[src/rtl/p_pkg.sv]
// Shared definitions for the p_sink receive terminator.
// Holds the default data/pipeline/FIFO sizes, the occupancy-width helper and the
// default-width word type. Imported by p_sink_if, p_sink_fifo and p_sink.
package p_pkg;

  localparam int unsigned DefWidth     = 8;
  localparam int unsigned DefDepth     = 6;
  localparam int unsigned DefFifoDepth = 8;

  // Occupancy needs one bit more than the pointers so full and empty differ.
  function automatic int unsigned count_width(input int unsigned fifo_depth);
    return $clog2(fifo_depth) + 1;
  endfunction

  typedef logic [DefWidth-1:0] p_word_t;

endpackage

[src/rtl/p_sink_if.sv]
// Handshake bundle around p_sink.
//   src_valid : source presents a word to the pipeline input this cycle
//   ce        : pipeline enable, doubles as the source's ready
//   pipe_dout : pipeline output word
//   m_data    : head-of-FIFO word (zero when m_valid is low)
//   m_valid   : m_data holds a real word
//   m_ready   : consumer accepts m_data
//   count     : capture FIFO occupancy
// slave is the p_sink view; master is the source/pipeline/consumer view.
interface p_sink_if #(
  parameter int unsigned WIDTH      = p_pkg::DefWidth,
  parameter int unsigned FIFO_DEPTH = p_pkg::DefFifoDepth
) ();

  localparam int unsigned CntW = p_pkg::count_width(FIFO_DEPTH);

  logic             src_valid;
  logic             ce;
  logic [WIDTH-1:0] pipe_dout;
  logic [WIDTH-1:0] m_data;
  logic             m_valid;
  logic             m_ready;
  logic [CntW-1:0]  count;

  modport slave (
    input  src_valid, pipe_dout, m_ready,
    output ce, m_data, m_valid, count
  );

  modport master (
    output src_valid, pipe_dout, m_ready,
    input  ce, m_data, m_valid, count
  );

endinterface

[src/rtl/p_sink_fifo.sv]
// Synchronous capture FIFO for p_sink.
//   clk, rst : clock and synchronous active-high reset
//   clr      : synchronous clear of pointers and occupancy (wins over push/pop)
//   push     : write wdata this edge (ignored when full)
//   wdata    : word to write
//   pop      : drop the head word this edge (ignored when empty)
//   rdata    : head word, all-zero when empty
//   count    : occupancy, FIFO_DEPTH means full
//   full     : count == FIFO_DEPTH
//   empty    : count == 0
// FIFO_DEPTH must be a power of two so the pointers wrap naturally.
module p_sink_fifo
  import p_pkg::*;
#(
  parameter int unsigned WIDTH      = DefWidth,
  parameter int unsigned FIFO_DEPTH = DefFifoDepth
) (
  input  logic                                  clk,
  input  logic                                  rst,
  input  logic                                  clr,
  input  logic                                  push,
  input  logic [WIDTH-1:0]                      wdata,
  input  logic                                  pop,
  output logic [WIDTH-1:0]                      rdata,
  output logic [count_width(FIFO_DEPTH)-1:0]    count,
  output logic                                  full,
  output logic                                  empty
);

  localparam int unsigned PtrW = $clog2(FIFO_DEPTH);
  localparam int unsigned CntW = count_width(FIFO_DEPTH);

  logic [WIDTH-1:0] mem_q [FIFO_DEPTH];
  logic [PtrW-1:0]  wr_ptr_q, wr_ptr_d;
  logic [PtrW-1:0]  rd_ptr_q, rd_ptr_d;
  logic [CntW-1:0]  count_q, count_d;
  logic             push_ok, pop_ok;

  always_comb begin
    full     = (count_q == CntW'(FIFO_DEPTH));
    empty    = (count_q == '0);
    push_ok  = push && !full;
    pop_ok   = pop && !empty;
    wr_ptr_d = wr_ptr_q;
    rd_ptr_d = rd_ptr_q;
    count_d  = count_q;
    if (push_ok) begin
      wr_ptr_d = wr_ptr_q + PtrW'(1);
    end
    if (pop_ok) begin
      rd_ptr_d = rd_ptr_q + PtrW'(1);
    end
    if (push_ok && !pop_ok) begin
      count_d = count_q + CntW'(1);
    end else if (pop_ok && !push_ok) begin
      count_d = count_q - CntW'(1);
    end
  end

  always_ff @(posedge clk) begin
    if (rst || clr) begin
      wr_ptr_q <= '0;
      rd_ptr_q <= '0;
      count_q  <= '0;
    end else begin
      wr_ptr_q <= wr_ptr_d;
      rd_ptr_q <= rd_ptr_d;
      count_q  <= count_d;
    end
  end

  // Storage needs no reset: nothing is read until the pointers say it was written.
  always_ff @(posedge clk) begin
    if (push_ok && !clr && !rst) begin
      mem_q[wr_ptr_q] <= wdata;
    end
  end

  always_comb begin
    rdata = empty ? '0 : mem_q[rd_ptr_q];
    count = count_q;
  end

endmodule

[src/rtl/p_sink.sv]
// Receive-side terminator for the ce-gated p_mod pipeline.
// Generates the pipeline enable, tracks which pipeline stages hold real words
// (vtag), captures tagged words from the pipeline output into a FIFO and
// presents them to a valid/ready consumer. When the FIFO is full the pipeline
// is stalled rather than dropping data.
//   clk, rst : clock and synchronous active-high reset
//   flush    : (P_SINK_FLUSH_EN only) synchronous clear of tags and FIFO
//   bus      : p_sink_if.slave handshake bundle (src_valid, ce, pipe_dout,
//              m_data, m_valid, m_ready, count)
// Optional feature macro: P_SINK_FLUSH_EN.
// DEPTH must be at least 2; FIFO_DEPTH a power of two, at least 2.
module p_sink
  import p_pkg::*;
#(
  parameter int unsigned WIDTH      = DefWidth,
  parameter int unsigned DEPTH      = DefDepth,
  parameter int unsigned FIFO_DEPTH = DefFifoDepth
) (
  input  logic    clk,
  input  logic    rst,
`ifdef P_SINK_FLUSH_EN
  input  logic    flush,
`endif
  p_sink_if.slave bus
);

  localparam int unsigned CntW = count_width(FIFO_DEPTH);

  logic [DEPTH-1:0] vtag_q;
  logic             clr;
  logic             ce;
  logic             push;
  logic             pop;
  logic             full;
  logic             empty;
  logic [WIDTH-1:0] rdata;
  logic [CntW-1:0]  count;

`ifdef P_SINK_FLUSH_EN
  assign clr = flush;
`else
  assign clr = 1'b0;
`endif

  // ce depends only on registered occupancy, never on m_ready, so a push can
  // never land in a full FIFO.
  always_comb begin
    ce   = !rst && !full;
    push = ce && vtag_q[DEPTH-1];
    pop  = !empty && bus.m_ready;
  end

  // Tags move in lock-step with the pipeline stages; frozen while ce is low.
  always_ff @(posedge clk) begin
    if (rst || clr) begin
      vtag_q <= '0;
    end else if (ce) begin
      vtag_q <= {vtag_q[DEPTH-2:0], bus.src_valid};
    end
  end

  p_sink_fifo #(
    .WIDTH      (WIDTH),
    .FIFO_DEPTH (FIFO_DEPTH)
  ) u_fifo (
    .clk   (clk),
    .rst   (rst),
    .clr   (clr),
    .push  (push),
    .wdata (bus.pipe_dout),
    .pop   (pop),
    .rdata (rdata),
    .count (count),
    .full  (full),
    .empty (empty)
  );

  always_comb begin
    bus.ce      = ce;
    bus.m_valid = !empty;
    bus.m_data  = rdata;
    bus.count   = count;
  end

endmodule

[src/flat_wrapper.sv]
// flat-port wrapper written by rule: the top's interface ports become plain ports
module p_sink_flat import p_pkg::*;
#(
  parameter int unsigned WIDTH      = DefWidth,
  parameter int unsigned DEPTH      = DefDepth,
  parameter int unsigned FIFO_DEPTH = DefFifoDepth
)
  (clk, rst, bus_src_valid, bus_pipe_dout, bus_m_ready, bus_ce, bus_m_data, bus_m_valid, bus_count);
  p_sink_if #(.WIDTH(WIDTH), .FIFO_DEPTH(FIFO_DEPTH)) bus_i ();
  input  logic clk;
  input  logic rst;
  input wire logic [$bits(bus_i.src_valid)-1:0] bus_src_valid;
  input wire logic [$bits(bus_i.pipe_dout)-1:0] bus_pipe_dout;
  input wire logic [$bits(bus_i.m_ready)-1:0] bus_m_ready;
  output wire logic [$bits(bus_i.ce)-1:0] bus_ce;
  output wire logic [$bits(bus_i.m_data)-1:0] bus_m_data;
  output wire logic [$bits(bus_i.m_valid)-1:0] bus_m_valid;
  output wire logic [$bits(bus_i.count)-1:0] bus_count;
  assign bus_i.src_valid = bus_src_valid;
  assign bus_i.pipe_dout = bus_pipe_dout;
  assign bus_i.m_ready = bus_m_ready;
  assign bus_ce = bus_i.ce;
  assign bus_m_data = bus_i.m_data;
  assign bus_m_valid = bus_i.m_valid;
  assign bus_count = bus_i.count;
  p_sink #(.WIDTH(WIDTH), .DEPTH(DEPTH), .FIFO_DEPTH(FIFO_DEPTH)) u_core (.clk(clk), .rst(rst), .bus(bus_i));
endmodule
[config.mk]
export PLATFORM = sky130hd
export DESIGN_NAME = p_sink_flat
export DESIGN_NICKNAME = d
export VERILOG_FILES = /design/src/rtl/p_pkg.sv /design/src/rtl/p_sink_if.sv /design/src/rtl/p_sink_fifo.sv /design/src/rtl/p_sink.sv /design/src/flat_wrapper.sv
export SDC_FILE = /design/constraint.sdc
export NUM_CORES = 1
export LEC_CHECK = 0
export CORE_MARGIN = 2
export CORE_UTILIZATION = 55
export CTS_BUF_LIST = sky130_fd_sc_hd__clkbuf_16
export CTS_CLUSTER_SIZE = 28
export DETAILED_ROUTE_END_ITERATION = 10
export DONT_BUFFER_PORTS = 1
export GPL_ROUTABILITY_DRIVEN = 1
export PLACE_DENSITY = 0.82
export SYNTH_ARGS = -nofsm -noshare
export SYNTH_HDL_FRONTEND = slang
export SYNTH_SLANG_ARGS = --single-unit
[constraint.sdc]
create_clock -name clk -period 6.4 [get_ports clk]
set_clock_uncertainty 0.05 [all_clocks]
set_input_delay 0.64 -clock clk [delete_from_list [all_inputs] [get_ports clk]]
set_output_delay 0.64 -clock clk [all_outputs]
set_load 0.01 [all_outputs]
# == After elaboration in Yosys (flattened, before gate mapping) ==
# Memory sizes are Yosys's and may differ from the RTL's. A register that Yosys moved wholly into a read port is not among the register bits.
# Cells that the tools add are included.
# op_classes
n_addsub,4
n_eq_ne,1
muxes,7
n_reduce_logical,15
# op_table
op,count
$logic_and 1x1->1,8
$mux 4,2
$mux 8,1
$add 3x1->3 const B,2
$mux 3,2
$logic_not 1->1,5
$add 4x1->4 const B,1
$eq 4x4->1 const B,1
$logic_not 4->1,1
$sub 4x1->4 const B,1
$mux 1,2
$reduce_bool 2->1,1
# totals
ramBits,64
reg_bits,16
output_inout_bits,14
wordCells,32
n_memories,1
# memory_table
name,depth,width,rd,rd_clocked_by_memory_dff,wr,line_no,text
u_core.u_fifo.mem_q,8,8,1,1,1,p_sink_fifo.sv:33,logic [WIDTH-1:0] mem_q [FIFO_DEPTH];

# == Depth between registers and ports, before layout ==
# Gate-level depths: netlist of the first run.
# logic_depth
depth_word,9
mapped_depth,11
depth_no_buf,11

# == Cells and area by module ==
# A second synthesis of the first run with hierarchy kept.
# hier_totals
hier_cells,200
area_unflattened_um2,3331.9
# modules_own_cells
module,cells_per_inst,area_per_inst_um2,instances
p_sink_fifo,176,3091.7,1
p_sink,24,240.2,1

# == Worst setup path after synthesis of the first run ==
# Ideal clock, no wire load.
# synth_timing
path_type,input port to flip-flop
from,input rst
to,"register u_core.u_fifo.count_q[3], in the netlist u_core.u_fifo.count[3]"
slack_ps,3731
setup_time_ps,121
arrival_ps,2498
stages,11
path_cell_list,clkbuf_1 > nor2_2 > nand2_2 > inv_2 > ha_1 > inv_1 > ha_1 > a21oi_1 > a211oi_1 > a31oi_1 > mux2_2
# synth_via
elab_chain_cells,7
elab_cells_between_ends,9
# synth_rtl
item,line_no,text
from (decl),flat_wrapper.sv:11,input logic rst;
$logic_not 1->1 *,p_sink.sv:48,ce = !rst && !full;
$logic_and 1x1->1 *,p_sink.sv:48,
named net bus_ce,flat_wrapper.sv:15,output wire logic [$bits(bus_i.ce)-1:0] bus_ce;
$logic_and 1x1->1 *,p_sink.sv:49,push = ce && vtag_q[DEPTH-1];
$logic_and 1x1->1 *,p_sink_fifo.sv:42,push_ok = push && !full;
named net u_core.u_fifo.push_ok,p_sink_fifo.sv:37,"logic push_ok, pop_ok;"
$logic_not 1->1,p_sink_fifo.sv:55,end else if (pop_ok && !push_ok) begin
$logic_and 1x1->1,p_sink_fifo.sv:55,
$reduce_bool 2->1 (no line),-,
to (signal assigned),p_sink_fifo.sv:68,count_q <= count_d;
to (decl),p_sink_fifo.sv:36,"logic [CntW-1:0] count_q, count_d;"
# The timed path passes the listed nets; every way through them passes the cells marked *.
# A chain may end at the register's enable or synchronous reset.

# == Final worst setup path of the first run ==
# layout_timing
from,"register u_core.u_fifo.count_q[0], in the netlist u_core.u_fifo.count[0]"
to,"register u_core.u_fifo.count_q[3], in the netlist u_core.u_fifo.count[3]"
# layout_via
elab_cells_between_ends,18
# layout_lines
item,line_no,text
$logic_not 4->1 *,p_sink_fifo.sv:41,empty = (count_q == '0);
$logic_not 1->1 *,-,
named net bus_m_valid,flat_wrapper.sv:17,output wire logic [$bits(bus_i.m_valid)-1:0] bus_m_valid;
$logic_and 1x1->1,p_sink.sv:50,pop = !empty && bus.m_ready;
$logic_and 1x1->1 *,p_sink_fifo.sv:43,pop_ok = pop && !empty;
$logic_not 1->1,p_sink_fifo.sv:53,if (push_ok && !pop_ok) begin
$logic_and 1x1->1,p_sink_fifo.sv:53,
$mux 4 or $reduce_bool 2->1 (tied branches),-,
# The timed path passes the listed nets; every way through them passes the cells marked *. The select of a mux whose other input is x is not followed.

==> metrics, run 1 <==
CTS Buf Count=9; vias in the first global route=1661; die area=~0.0067 mm^2; Hold Crit Class=in -> reg; P_sw=approximately 0.00042 W; CTS clk-pin slew, worst paths=roughly 0.06 ns; RSZ-0062 raised after global routing=false; Total Nets Final=between 200 and 250; Routed wire per std cell=~19 um; DR iter-0 viols=between 100 and 150; largest net degree at the start of global routing=20; Worst-Margin Slew=about 1.2 ns; pre-CTS setup slack=~3.3 ns; top_reg_cell synth=edfxtp_1; MaxCap Viol Count=0; final core occ=63.2%; crit start category=flip-flop; H-tree depth=3; Worst path max stage delay=roughly 0.70 ns; Worst EP required=~6.6 ns; vias=between 1500 and 2000; number of setup violations in the final report=0; Critical Path Source=u_core.u_fifo.count[0]; Final Critical Period=3.02 ns; DRC Markers=0; hold buffer count at cts=0; Initial Utilization=a little under three fifths; Final period util=between 40% and 50%; Slew Limit Headroom=between 10% and 20%; worst-path maximum fanout=9; CTS tree=yes; diode count=0; Final ANT Viol Nets=0; Arr. time, crit path=3.19 ns; Yosys reg bits=83; r2r startpoint=u_core.u_fifo.count[0]; Slew Viols, Final=0; count leader, synth=edfxtp_1; Syn-to-layout area delta=12.2%; DIE HEIGHT=~80 um; IO Pins=26; VDD IR max=0.294 mV; drt first pass iters=4; static leakage=1.19 nW; switching share of power=27.9%; first-pass GRT wire length=8800 um; slowest CP cell=nor4_4; layout cells sized above 1=between 20% and 30%; area leader, netlist=edfxtp_1; Via density=about 5.8; Worst Min Path Start=rst; critical path capture point type=flip-flop; Root Buffer=clkbuf_16; TritonCTS Sinks=a little over 80; GP Congestion=roughly 0.73; top cells by count, synth=edfxtp_1, nor2_1, dfxtp_1; CTS resizes=0; Total Routing Usage GR=between 10% and 20%; Setup CP Type=reg -> reg; worst-case clock buffer depth=2; syn_area_per_cell=approximately 16 um^2; Clk Latency, worst-skew pair=around 0.33 ns; sequential power share=approximately 45%; critical path's top delay family=simple AND/OR/NAND/NOR gates; FFs w/ async S/R, synth=0%; pwr dens=between 400 and 500 mW/mm^2; Post-synth EDFFs=64; Syn Inst Count=202; I/O Buffers=0; Comb power frac=about a fifth; Post-Syn Nets=220; row count=28; GRT overflow=0; post-route cell area=approximately 0.0037 mm^2; register area share after synthesis=between 60% and 70%; Final WS setup=3.38 ns; setup TNS=0 ns; Synth top area share=between 50% and 60%; WP buf/inv=2; status=finished clean; synth top area cells=edfxtp_1, dfxtp_1, mux4_2; post-synth cell types=33; fmax=331 MHz; Cell Chain, Critical Path=nor4_4 -> inv_2 -> nand2_2 -> ha_1 -> inv_1 -> ha_1 -> a21oi_1 -> a211oi_1 -> a31oi_1 -> mux2_2; cell internal pwr=0.00109 W; Post-Route WL=5590 um; Area after DPL=~0.0034 mm^2; Die X=approximately 82 um; hpwl dp=3400 um; final hold vios=0; cell mode on critical path=ha_1; YS warnings=0; Setup Buffers After CTS=0; antenna violations before repair=0; core box area=between 0.005 and 0.006 mm^2; clock power share=approximately 35%; post-synthesis cell area=0.00332 mm^2
[cell families after synthesis]
logic type / count (synthesis) / synth area share, %
xor gates and xnor gates: 6 / 1.81
adders and majority gates: 6 / 2.49
and+or+nand+nor: 57 / 8.82
DFF: 83 / 69.4
muxes: 26 / 13.9
AOI/OAI and AO/OA: 12 / 1.92
buffers and inverters: 12 / 1.66
[power groups by stage]
stage	clock network, W	registers, W	logic, W
after floorplan	0	0.000651	0.000290
after global placement	0	0.000695	0.000291
after detailed placement	0	0.000697	0.000298
after CTS	0.000545	0.000687	0.000301
after global routing	0.000565	0.000694	0.000328
final	0.000534	0.000684	0.000293
[sequential cells by signal, summed over array words and instances (netlist names), named ones only]
register	flops
u_core.u_fifo.wr_ptr_q	3
u_core.vtag_q	6
u_core.u_fifo.rd_ptr_q	3
u_core.u_fifo.count	4
u_core.u_fifo.mem_q	64
[worst paths after layout]
path,slack (ns),cells past startpoint,endpoint
worst min-delay path,0.32,1,u_core.vtag_q[4]
worst min register to register,0.40,2,u_core.vtag_q[4]
worst max register to register,3.38,10,u_core.u_fifo.count[3]
worst max-delay path,3.38,10,u_core.u_fifo.count[3]
[final cells by class]
type,count,area (um^2)
clock buffers,9,225
inverters,3,11.3
well taps,75,93.8
multi-input cells,107,967
clock inverters,7,92.6
fillers,418,2160
repair buffers,4,30.0
flip-flops and latches,83,2300
[per-layer routing]
layer  vias up  wire length (um)  GRT usage (%)
met5         -                 0              0
met4         0                79           8.00
met3        10               308           6.59
met2        33              2920           31.6
met1       837              2280           23.3
li1        777                 -              -
[cell usage in the layout, fill, tap and decap left out, types with 2 or more instances in the layout]
cell,n
a21oi_1,9
buf_4,4
bufinv_16,2
clkbuf_16,9
clkinv_1,2
clkinv_4,2
dfxtp_1,19
edfxtp_1,64
ha_1,5
inv_2,2
mux2i_1,9
mux4_2,16
nand2_1,16
nand2_2,2
nand2b_1,3
nand3_1,3
nor2_1,22
nor3_1,4
xnor2_1,2
xor2_1,3
[stage by stage]
stage | hold WS [ns] | cells | total power [W]
2_1_floorplan | 0.382 | 202 | 0.000941
3_3_place_gp | 0.385 | 272 | 0.000986
3_5_place_dp | 0.388 | 272 | 0.000995
4_1_cts | 0.311 | 288 | 0.00153
5_1_grt | 0.311 | 288 | 0.00159
6_report | 0.323 | 288 | 0.00151
Power figures use the tool's default switching activity.
==> run 2: changes to the inputs <==
==> constraint.sdc (replaced) <==
create_clock -name clk -period 3 [get_ports clk]
set_clock_uncertainty 0.05 [all_clocks]
set_input_delay 0.3 -clock clk [delete_from_list [all_inputs] [get_ports clk]]
set_output_delay 0.3 -clock clk [all_outputs]
set_load 0.01 [all_outputs]
==> run 2 against run 1 <==
Design area up 1.6%. Via count up 1.6%. Global-route usage up 0.98 points. Critical path depth up 1. Register-to-register slack worse by 3.1 ns. Critical endpoint unchanged. Largest cell class unchanged. Highest routed layer unchanged.
==> metrics, run 2 (synthesis results as in run 1) <==
multi-input logic area=967 um^2; diode count=0; Initial Utilization=between 50% and 60%; layout cells sized above 1=between 20% and 30%; Hold Crit Class=in -> reg; hpwl dp=approximately 3600 um; Worst EP required=between 3 and 4 ns; GRT overflow=0; die area=between 0.006 and 0.007 mm^2; Setup Buffers After CTS=0; CTS resizes=0; worst-case clock buffer depth=2; antenna violations before repair=0; first-pass GRT wire length=slightly above 9000 um; post-route cell area=0.00378 mm^2; Placed Cells=279; Arr. time, crit path=2.90 ns; Routed wire per std cell=just under 20 um; Setup CP Type=reg -> reg; final hold vios=0; I/O Buffers=0; Total Routing Usage GR=between 20% and 30%; CTS Buf Count=9; Via density=around 5.7; Final period util=between 90% and 100%; pwr dens=approximately 850 mW/mm^2; fillcell total=between 400 and 500; CTS clk-pin slew, worst paths=about 0.06 ns; Root Buffer=clkbuf_16; critical path capture point type=flip-flop; Final Critical Period=between 2 and 3 ns; H-tree depth=3; Worst-Margin Slew=0.762 ns; IO Pins=26; Slew Viols, Final=0; drt first pass iters=4; hold buffer count at cts=1; GP Congestion=0.774; CTS tree=yes; commonest non-fill, non-tap cell in the layout=edfxtp_1; commonest cells after routing, fill and taps aside=edfxtp_1, nor2_1, dfxtp_1; worst-path maximum fanout=7; fmax=around 370 MHz; DRC Markers=0; largest net degree at the start of global routing=17; DR iter-0 viols=approximately 120; crit start category=flip-flop; core box area=0.00589 mm^2; Post-Route WL=slightly below 6000 um; static leakage=1.23 nW; Largest Register=u_core.u_fifo.mem_q; Total Nets Final=236; Register Area=between 0.002 and 0.0025 mm^2; status=finished clean; Non-Filler Instances=slightly below 300; vias in the first global route=between 1500 and 2000; DIE HEIGHT=81.7 um; vias=1684; row count=28; Area after DPL=0.00346 mm^2; max reg flops=64; Clk Latency, worst-skew pair=0.33 ns; Syn-to-layout area delta=14.0%; VDD IR max=~0.73 mV; MaxCap Viol Count=0; Slew Limit Headroom=49.1%; TritonCTS Sinks=a little over 80; Die X=81.7 um; RSZ-0062 raised after global routing=false; number of setup violations in the final report=0; Final ANT Viol Nets=0; setup TNS=0 ns
[run 2: changes by cell type in the layout (fill, tap and decap cells not counted), sizes merged]
cell,delta
bufinv,-1
inv,+1
clkinvlp,+2
clkinv,-2
buf,+7
dlygate4sd3,+3
[run 2: critical path, cell delays in order, from the launching register on]
cell,delay [ns]
dfxtp_1,0.45
nor4b_4,0.38
nor2_2,0.11
nand2_2,0.14
inv_2,0.08
ha_1,0.22
inv_1,0.13
ha_1,0.28
a21oi_1,0.18
a211oi_1,0.09
a31oi_1,0.17
mux2_2,0.34
[run 2: cell type report]
class | count | area share, %
Timing Repair Buffer | 14 | 2.98
Sequential cell | 83 | 60.9
Tap cell | 75 | 2.48
Clock buffer | 9 | 5.95
Multi-Input combinational cell | 107 | 25.6
Clock inverter | 7 | 1.85
Inverter | 3 | 0.298
[run 2: metal layers]
metal  vias to the layer above  global-route usage (%)  share of wire (%)
met2                        25                    31.7                 51
met1                       855                    26.1                 43
li1                        793                       -                  -
met3                        11                    5.60                3.5
met5                         -                       0                  0
met4                         0                    9.67                2.3
[run 2: worst paths after layout]
check                    startpoint                         to  slack (ns)  cells after the start
max          u_core.u_fifo.count[0]     u_core.u_fifo.count[3]        0.27                     11
min                bus_pipe_dout[6]  u_core.u_fifo.mem_q[4][6]        0.01                      0
max reg2reg  u_core.u_fifo.count[0]     u_core.u_fifo.count[3]        0.27                     11
min reg2reg        u_core.vtag_q[0]           u_core.vtag_q[0]        0.40                      2
[run 2: through the flow]
stage               util, %  total power, W  hold WS [ns]  setup WS, ns
floorplan                 -         0.00201         0.349         0.366
global placement       58.7         0.00213         0.323         0.326
detailed placement     58.7         0.00216         0.324         0.288
CTS                    63.9         0.00324       0.00435         0.261
global route           64.3         0.00337       0.00173        0.0657
finish                 64.3         0.00321        0.0127         0.269
[run 2: where the power goes]
group | internal (W) | switching [W]
logic | 0.000344 | 0.000391
registers | 0.00129 | 0.000105
clock network | 0.000641 | 0.000436
total | 0.00227 | 0.000933
